**config.mk**
```make
export PLATFORM = sky130hd
export DESIGN_NAME = avmm_wr_ack_word_to_burst
export DESIGN_NICKNAME = d
export VERILOG_FILES = /design/src/rtl/avmm_wr_ack_word_to_burst.sv
export SDC_FILE = /design/constraint.sdc
export NUM_CORES = 1
export LEC_CHECK = 0
export CAP_MARGIN = 10
export CORE_ASPECT_RATIO = 2
export CORE_UTILIZATION = 56
export CTS_CLUSTER_SIZE = 30
export DETAILED_ROUTE_END_ITERATION = 12
export PLACE_DENSITY = 0.75
export SYNTH_ARGS = -nofsm -noshare
export SYNTH_HDL_FRONTEND = slang
export SYNTH_SLANG_ARGS = --single-unit
export TNS_END_PERCENT = 1
```
**constraint.sdc**
```tcl
create_clock -name clk -period 3.6 [get_ports clk]
set_input_delay 0.54 -clock clk [delete_from_list [all_inputs] [get_ports clk]]
set_output_delay 0.54 -clock clk [all_outputs]
set_load 0.05 [all_outputs]
```
**src/rtl/avmm_wr_ack_word_to_burst.sv**
```systemverilog
// Collapses per-word AVMM write acks into one ack per burst, using a FIFO of snooped burstcounts.
// Optional protocol checking is enabled by defining AVMM_WR_ACK_W2B_ERR_CHECK_EN.
module avmm_wr_ack_word_to_burst #(
  parameter int AVMM_BURSTCNT_WIDTH = 5,
  parameter int FIFO_DEPTH          = 64,
  parameter int OUTST_W             = $clog2(FIFO_DEPTH + 1)
) (
  input  logic                           clk,
  input  logic                           reset_n,
  input  logic                           cmd_write,
  input  logic                           cmd_waitrequest,
  input  logic [AVMM_BURSTCNT_WIDTH-1:0] cmd_burstcnt,
  input  logic                           per_word_write_ack_in,
  output logic                           per_burst_write_ack_out,
  output logic                           wr_stall,
  output logic [OUTST_W-1:0]             outstanding_bursts,
  output logic                           ack_err
);

  localparam int W     = AVMM_BURSTCNT_WIDTH;
  localparam int PTR_W = (FIFO_DEPTH > 1) ? $clog2(FIFO_DEPTH) : 1;
  localparam logic [OUTST_W-1:0] DEPTH_CNT = OUTST_W'(FIFO_DEPTH);

  // Handshake: a command beat is accepted on any cycle with cmd_write=1 and
  // cmd_waitrequest=0; there is no other qualifier. Word acks are single-cycle
  // pulses with no backpressure, and the burst ack is a single-cycle pulse.

  logic [W-1:0]       mem [FIFO_DEPTH];
  logic [PTR_W-1:0]   wr_ptr, rd_ptr;
  logic [OUTST_W-1:0] count, count_next;
  logic [W-1:0]       beat_cnt, word_ack_cnt, head, push_val;
  logic               beat_acc, burst_start, fifo_full, fifo_empty, pop, push;

  assign beat_acc    = cmd_write & ~cmd_waitrequest;
  assign burst_start = beat_acc & (beat_cnt == '0);
  // A zero burstcount is treated as a single-word burst.
  assign push_val    = (cmd_burstcnt == '0) ? W'(1) : cmd_burstcnt;
  assign fifo_full   = (count == DEPTH_CNT);
  assign fifo_empty  = (count == '0);
  assign head        = mem[rd_ptr];
  assign pop         = per_word_write_ack_in & ~fifo_empty & ((word_ack_cnt + W'(1)) == head);
  // Popping frees a slot this same cycle, so a full FIFO can still accept a start.
  assign push        = burst_start & (~fifo_full | pop);

  always_comb begin
    count_next = count;
    if (push && !pop)      count_next = count + OUTST_W'(1);
    else if (pop && !push) count_next = count - OUTST_W'(1);
  end

  always_ff @(posedge clk) begin
    if (push) mem[wr_ptr] <= push_val;
  end

  always_ff @(posedge clk or negedge reset_n) begin
    if (!reset_n) begin
      wr_ptr                  <= '0;
      rd_ptr                  <= '0;
      count                   <= '0;
      wr_stall                <= 1'b0;
      beat_cnt                <= '0;
      word_ack_cnt            <= '0;
      per_burst_write_ack_out <= 1'b0;
    end else begin
      if (push) wr_ptr <= wr_ptr + PTR_W'(1);
      if (pop)  rd_ptr <= rd_ptr + PTR_W'(1);
      count    <= count_next;
      wr_stall <= (count_next == DEPTH_CNT);
      if (burst_start)   beat_cnt <= push_val - W'(1);
      else if (beat_acc) beat_cnt <= beat_cnt - W'(1);
      if (pop)                                      word_ack_cnt <= '0;
      else if (per_word_write_ack_in && !fifo_empty) word_ack_cnt <= word_ack_cnt + W'(1);
      per_burst_write_ack_out <= pop;
    end
  end

  assign outstanding_bursts = count;

`ifdef AVMM_WR_ACK_W2B_ERR_CHECK_EN
  logic err_event;
  // Underflow ack, dropped start on a full FIFO, or zero burstcount.
  assign err_event = (per_word_write_ack_in & fifo_empty)
                   | (burst_start & fifo_full & ~pop)
                   | (burst_start & (cmd_burstcnt == '0));

  always_ff @(posedge clk or negedge reset_n) begin
    if (!reset_n)       ack_err <= 1'b0;
    else if (err_event) ack_err <= 1'b1;
  end
`else
  assign ack_err = 1'b0;
`endif

endmodule

```
======== After elaboration in Yosys (flattened, before gate mapping) ========
Memory sizes are Yosys's and may differ from the RTL's.
Cells that the tools add are included.
storage, ports and cells
  bits in read-only memories .............. 0
  output and inout bits ................... 10
  register bits after elaboration ......... 31
  input port bits ......................... 10
  memories ................................ 1
  RAM bits ................................ 320
  word-level logic and storage cells ...... 47
  latch bits .............................. 0
operators by class
  muxes and demuxes ....................... 9
  $mul .................................... 0
  divide/modulo/power cells ............... 0
  add/sub/neg operators ................... 7
  equality and inequality tests ........... 3
  shifts and indexed selects .............. 0
  reduce and logical (&&, ||, !) cells .... 11
  bitwise operators ....................... 9
  $lt $le $gt $ge ......................... 0
memories
  name  words  width  read ports  clocked after Yosys merged registers in  wr ports  line  text
  mem   64     5      1           0                                        1         28    logic [W-1:0] mem [FIFO_DEPTH];
operators with widths
  operator                                           count
  2-to-1 mux 5 bit                                   5
  == test 7 bit (second input constant)              2
  2-to-1 mux 7 bit                                   2
  adder 6 x 1 -> 6 bit (second input constant)       2
  logical NOT 5 bit                                  2
  subtractor 5 x 1 -> 5 bit (second input constant)  2
  adder 7 x 1 -> 7 bit (second input constant)       1
  logical NOT 7 bit                                  1
  subtractor 7 x 1 -> 7 bit (second input constant)  1
  adder 5 x 1 -> 5 bit (second input constant)       1
  AND 1 bit                                          5
  == test 5 bit                                      1
  nonzero test 2 bit                                 2
  logical AND 1 bit                                  3
  logical NOT 1 bit                                  3
  NOT 1 bit                                          3
  2-to-1 mux 1 bit                                   2
  bitwise OR 1 bit                                   1

======== Depth between registers and ports, before layout ========
  depth after elaboration ................. 11
  mapped depth ............................ 17
  depth with buffers taken out ............ 12

======== Worst setup path before layout ========
Ideal clock, no wire load.
  path kind ............................... input port to flip-flop
  from .................................... in cmd_burstcnt[1]
  to ...................................... reg beat_cnt[4]
  arrival ................................. 5.613 ns
  required time ........................... 3.476 ns
  stages .................................. 7
  library setup time ...................... 0.124 ns
  slack ................................... -2.137 ns
  path through ............................ o41ai_1 a21oi_1 ha_1 nand3b_1 a21oi_1 a211oi_1 nor2_1
between the ends
  cells in the longest elaborated chain, start to end .. 4
RTL lines
  what                           line  text
  start: declaration             12    input logic [AVMM_BURSTCNT_WIDTH-1:0] cmd_burstcnt,
  logical NOT 5 bit              37    assign push_val = (cmd_burstcnt == '0) ? W'(1) : cmd_burstcnt;
  2-to-1 mux 5 bit (*)           37
  subtractor 5 x 1 -> 5 bit (*)  69    if (burst_start) beat_cnt <= push_val - W'(1);
  2-to-1 mux 5 bit (*)           69
  end signal: assignment         69
  end signal: assignment         70    else if (beat_acc) beat_cnt <= beat_cnt - W'(1);
  end: declaration               31    logic [W-1:0] beat_cnt, word_ack_cnt, head, push_val;
Mark *: on every way between the ends. The rest lies on a longest branch, timed or not.
A chain may end at the register's enable or synchronous reset.

======== Worst setup path after layout ========
  from .................................... reg rd_ptr[0]
  to ...................................... mem mem[46][4] in the netlist's numbering, enable pin
between the ends
  cells in the longest elaborated chain, start to end .. 7
RTL lines
  what                                    line  text
  start: declaration                      29    logic [PTR_W-1:0] wr_ptr, rd_ptr;
  start signal: assignment                66    if (pop) rd_ptr <= rd_ptr + PTR_W'(1);
  memory read (64 x 5 bit)                n/a
  == test 5 bit                           41    assign pop = per_word_write_ack_in & ~fifo_empty & ((word_ack_cnt + W'(1)) == head);
  AND 1 bit                               41
  bitwise OR 1 bit                        43    assign push = burst_start & (~fifo_full | pop);
  AND 1 bit                               43
  2-to-1 mux 1 bit                        52    if (push) mem[wr_ptr] <= push_val;
  2-to-1 mux 1 bit (implied by the code)  52
  end: declaration                        28
No other way between the ends.

==> reports/results.ini <==
[setup_path]
cp_data_arrival_time_ps = 4260
cp_max_fo = 6
endpoint_kind = flip-flop
worstPathRequired_ps = 3880
cp-start-kind = flip-flop
crit_type = flip-flop to flip-flop

[synth]
syn_area_um2 = 14960
synth_area_leader_cell = edfxtp_1
seq_area_frac_synth_pct = 69.44
synth_warnings = 0
netlist_top_cells_area = edfxtp_1 (64%), mux4_2 (6.2%), dfrtp_1 (5.2%), mux2i_1 (4.1%), and2_1 (2.0%)
avgSynthCellArea_um2 = 17.27
synth_seq_cells = 351
synth_top_area_share_pct = 64.25
synthFlopType = edfxtp_1
ys_async_sr_fraction_pct = 8.832
synthCells = 866
synth_fp_nets = 883
yosysUniqueCellTypes = 77
synth_edf_count = 320

[grt]
antenna_found_initial = 1
grt-ovfl-total = 0
grt_pass1_wl_mm = 55.94
grt_max_degree = 68
grt_pass1_vias = 9259
grtUsageTotal_pct = 28.41

[final_layout]
nets = 1055
syn_to_final_growth_pct = 20.64
drive_gt1_share_pct = 34.53
n_fill_cell = 1623
layoutNonFillerInstCount = 1405

[floorplan]
initial_utilization_pct = 56.92
core_um2 = 26280
row_count = 84
die_h_um = 233.1
die_w_um = 117.6
dieArea_um2 = 27400
io_pins = 20

[cts]
clk_latency_ps = 560
numClockSinks = 351
h-tree-depth = 1
cts_buffer_depth = 3
tritoncts = done
cts.clk_slew.worst_paths_ps = 70
ctsHoldBuffers = 0
cts_buffers = 28
cts-root-buf = clkbuf_16

[timing]
rsz0062_at_grt = yes
hold_viol = 0
relSlewSlack_pct = 23.85
fin_ws_ps = -386.5
tightest_slew_ps = 1134
fin_skew_ps = 13.68
period_share_pct = 110.7
finalSetupViolations = 324
max_freq_ghz = 0.2508
period_minus_slack_ps = 3986
maxSlewViolCount = 0

[routing]
drtAntennaViolNets = 0
wirelength_mm = 38.58
wl_per_cell_um = 27.46
first_iter_violations = 657
vias = 8799
detail_route.first_pass.iterations = 5
avgViaCountPerCell = 6.263
drc = 0

[run_status]
status = finished with violations
violations = setup timing

[power]
p_clk_share_pct = 27.0
peakVddDrop_v = 0.0003987
power.share.sequential_pct = 40.8
internal-power_mw = 8.151
pwr-share-comb_pct = 32.2
p_switching_mw = 3.485
leakagePower_nw = 6.298
p_sw_share_pct = 29.95
p_per_area_nw_per_um2 = 644.9

[place]
place_inst = 1331
dp_hpwl_mm = 25.86
routabilityCongestion = 0.9275
place_ws_ps = -618.9
port_buffers = 18

[hold_path]
hold_class = input port to async pin

[job]
maxCapViolations = 0

logic make-up (layout without fill, tap and decap cells):
family / after synthesis / count (layout) / share of synthesized area [%]
multiplexers: 126 / 126 / 13.08
AND/OR/NAND/NOR: 202 / 202 / 7.755
adder cells (fa/ha/maj): 7 / 7 / 0.5856
XOR/XNOR: 16 / 16 / 0.9370
other: 1 / 2 / 0.02507
AO/OA/AOI/OAI: 104 / 104 / 5.697
buffers and inverters: 59 / 253 / 2.485
flip-flops: 351 / 351 / 69.44
worst paths after layout:
kind | from | slack (ps) | end | cells after the start
worst min register to register | beat_cnt[1] | 520 | beat_cnt[1] | 2
max in group asynchronous | reset_n | 2570 | rd_ptr[5] | 2
worst max register to register | rd_ptr[0] | -390 | mem[46][4] | 16
worst min-delay path | reset_n | 390 | outstanding_bursts[1] | 1
worst max-delay path | rd_ptr[0] | -390 | mem[46][4] | 16
min in group clk | beat_cnt[1] | 520 | beat_cnt[1] | 2
cells in the mapped netlist, types with 4 or more instances:
library cell	count
a221oi_1	7
xor2_1	6
edfxtp_1	320
mux4_2	41
clkbuf_1	17
a221oi_2	4
a22o_1	5
o221ai_1	17
buf_4	8
dfrtp_1	31
mux2i_1	62
nor3_1	9
mux2_2	12
xnor2_1	10
o22ai_1	4
and2_1	48
mux4_1	10
nand3b_1	5
nor2_1	39
o21ai_0	9
inv_1	11
buf_2	8
ha_1	7
a22oi_1	5
buf_6	8
a21oi_1	16
nand2_1	23
a221o_1	6
nor2b_1	23
and3_1	7
nor4_1	5
nand3_1	17
through the flow:
step           util [%]  power (mW)  cell area [um^2]  hold WS [ps]  TNS, ps
2_1_floorplan         -       6.965             14970         244.4    -6586
3_3_place_gp      62.80       8.023             16500         490.0  -115270
3_5_place_dp      62.80       8.075             16500         503.5  -141670
4_1_cts           67.98       11.48             17860         368.3   -65490
5_1_grt           68.67       11.95             18040         396.3  -102430
6_report          68.67       11.64             18040         389.0   -80980
registers in the layout, indices dropped and copies added (netlist names):
signal	cells
per_burst_write_ack_out	1
word_ack_cnt	5
beat_cnt	5
rd_ptr	6
mem	320
outstanding_bursts	7
wr_stall	1
wr_ptr	6
cell type report:
cell class	count	area [um^2]	area share (%)
Sequential cell	351	10390	57.59
Clock buffer	38	779.5	4.320
Inverter	14	52.55	0.2913
Timing Repair Buffer	187	1690	9.369
Tap cell	344	430.4	2.386
Antenna cell	1	2.502	0.01387
Clock inverter	14	165.2	0.9154
Multi-Input combinational cell	456	4532	25.12
cells in the final DEF, fill, tap and decap left out, types with 4 or more instances in the layout:
cell,instances
buf_4,135
buf_12,14
nor4_1,4
clkdlybuf4s50_1,14
and3_1,6
mux2i_1,62
a22oi_1,4
mux4_2,41
ha_1,7
a221o_1,6
clkbuf_1,7
o22ai_1,4
xor2_1,6
nor3_1,7
a21oi_1,12
nand3b_1,5
nor2b_4,4
xnor2_1,10
buf_2,4
nand2_1,22
a22o_1,5
nor2_1,37
mux4_1,10
a21oi_2,4
and2_2,9
dfrtp_1,29
edfxtp_1,320
nand3_1,16
inv_1,11
o221ai_1,14
a221oi_2,7
nand3_2,4
o21ai_0,7
buf_6,17
nor2b_1,19
clkbuf_16,29
mux2_2,9
and2_4,29
and2_1,10
repair_timing:
action | CTS | global route
pin swaps | 13 | 21
gates resized for setup | 105 | 29
cloned | 0 | 0
hold endpoints to repair | 0 | 0
buffers inserted | 14 | 8
setup endpoints to repair | 330 | 331
power groups by stage:
stage	sequential (mW)	combinational [mW]	clock, mW
finish	4.75	3.75	3.14
global route	4.76	3.90	3.29
CTS	4.74	3.56	3.18
detailed placement	4.88	3.20	0
global placement	4.87	3.15	0
floorplan	4.90	2.07	0
worst max-delay path, cell delays in order (launching register included):
cell      delay [ps]
dfrtp_4          520
buf_12           150
buf_12           140
buf_4            160
and2_2           210
a221oi_4         310
nand3_2          190
a32o_2           300
a22o_1           220
and4b_2          340
nand2_4           80
a21oi_4          170
buf_6            140
and4b_2          340
buf_6            140
nor2b_1          120
buf_4            170
per-layer routing:
metal	wire (um)	global-route usage, %	vias to the layer above
met5	0	0	-
met1	12140	27.58	4430
met4	3145	21.47	0
met3	1792	2.832	147
met2	21500	54.73	422
li1	-	-	3800
No activity file was read; power rests on OpenSTA's default activity.
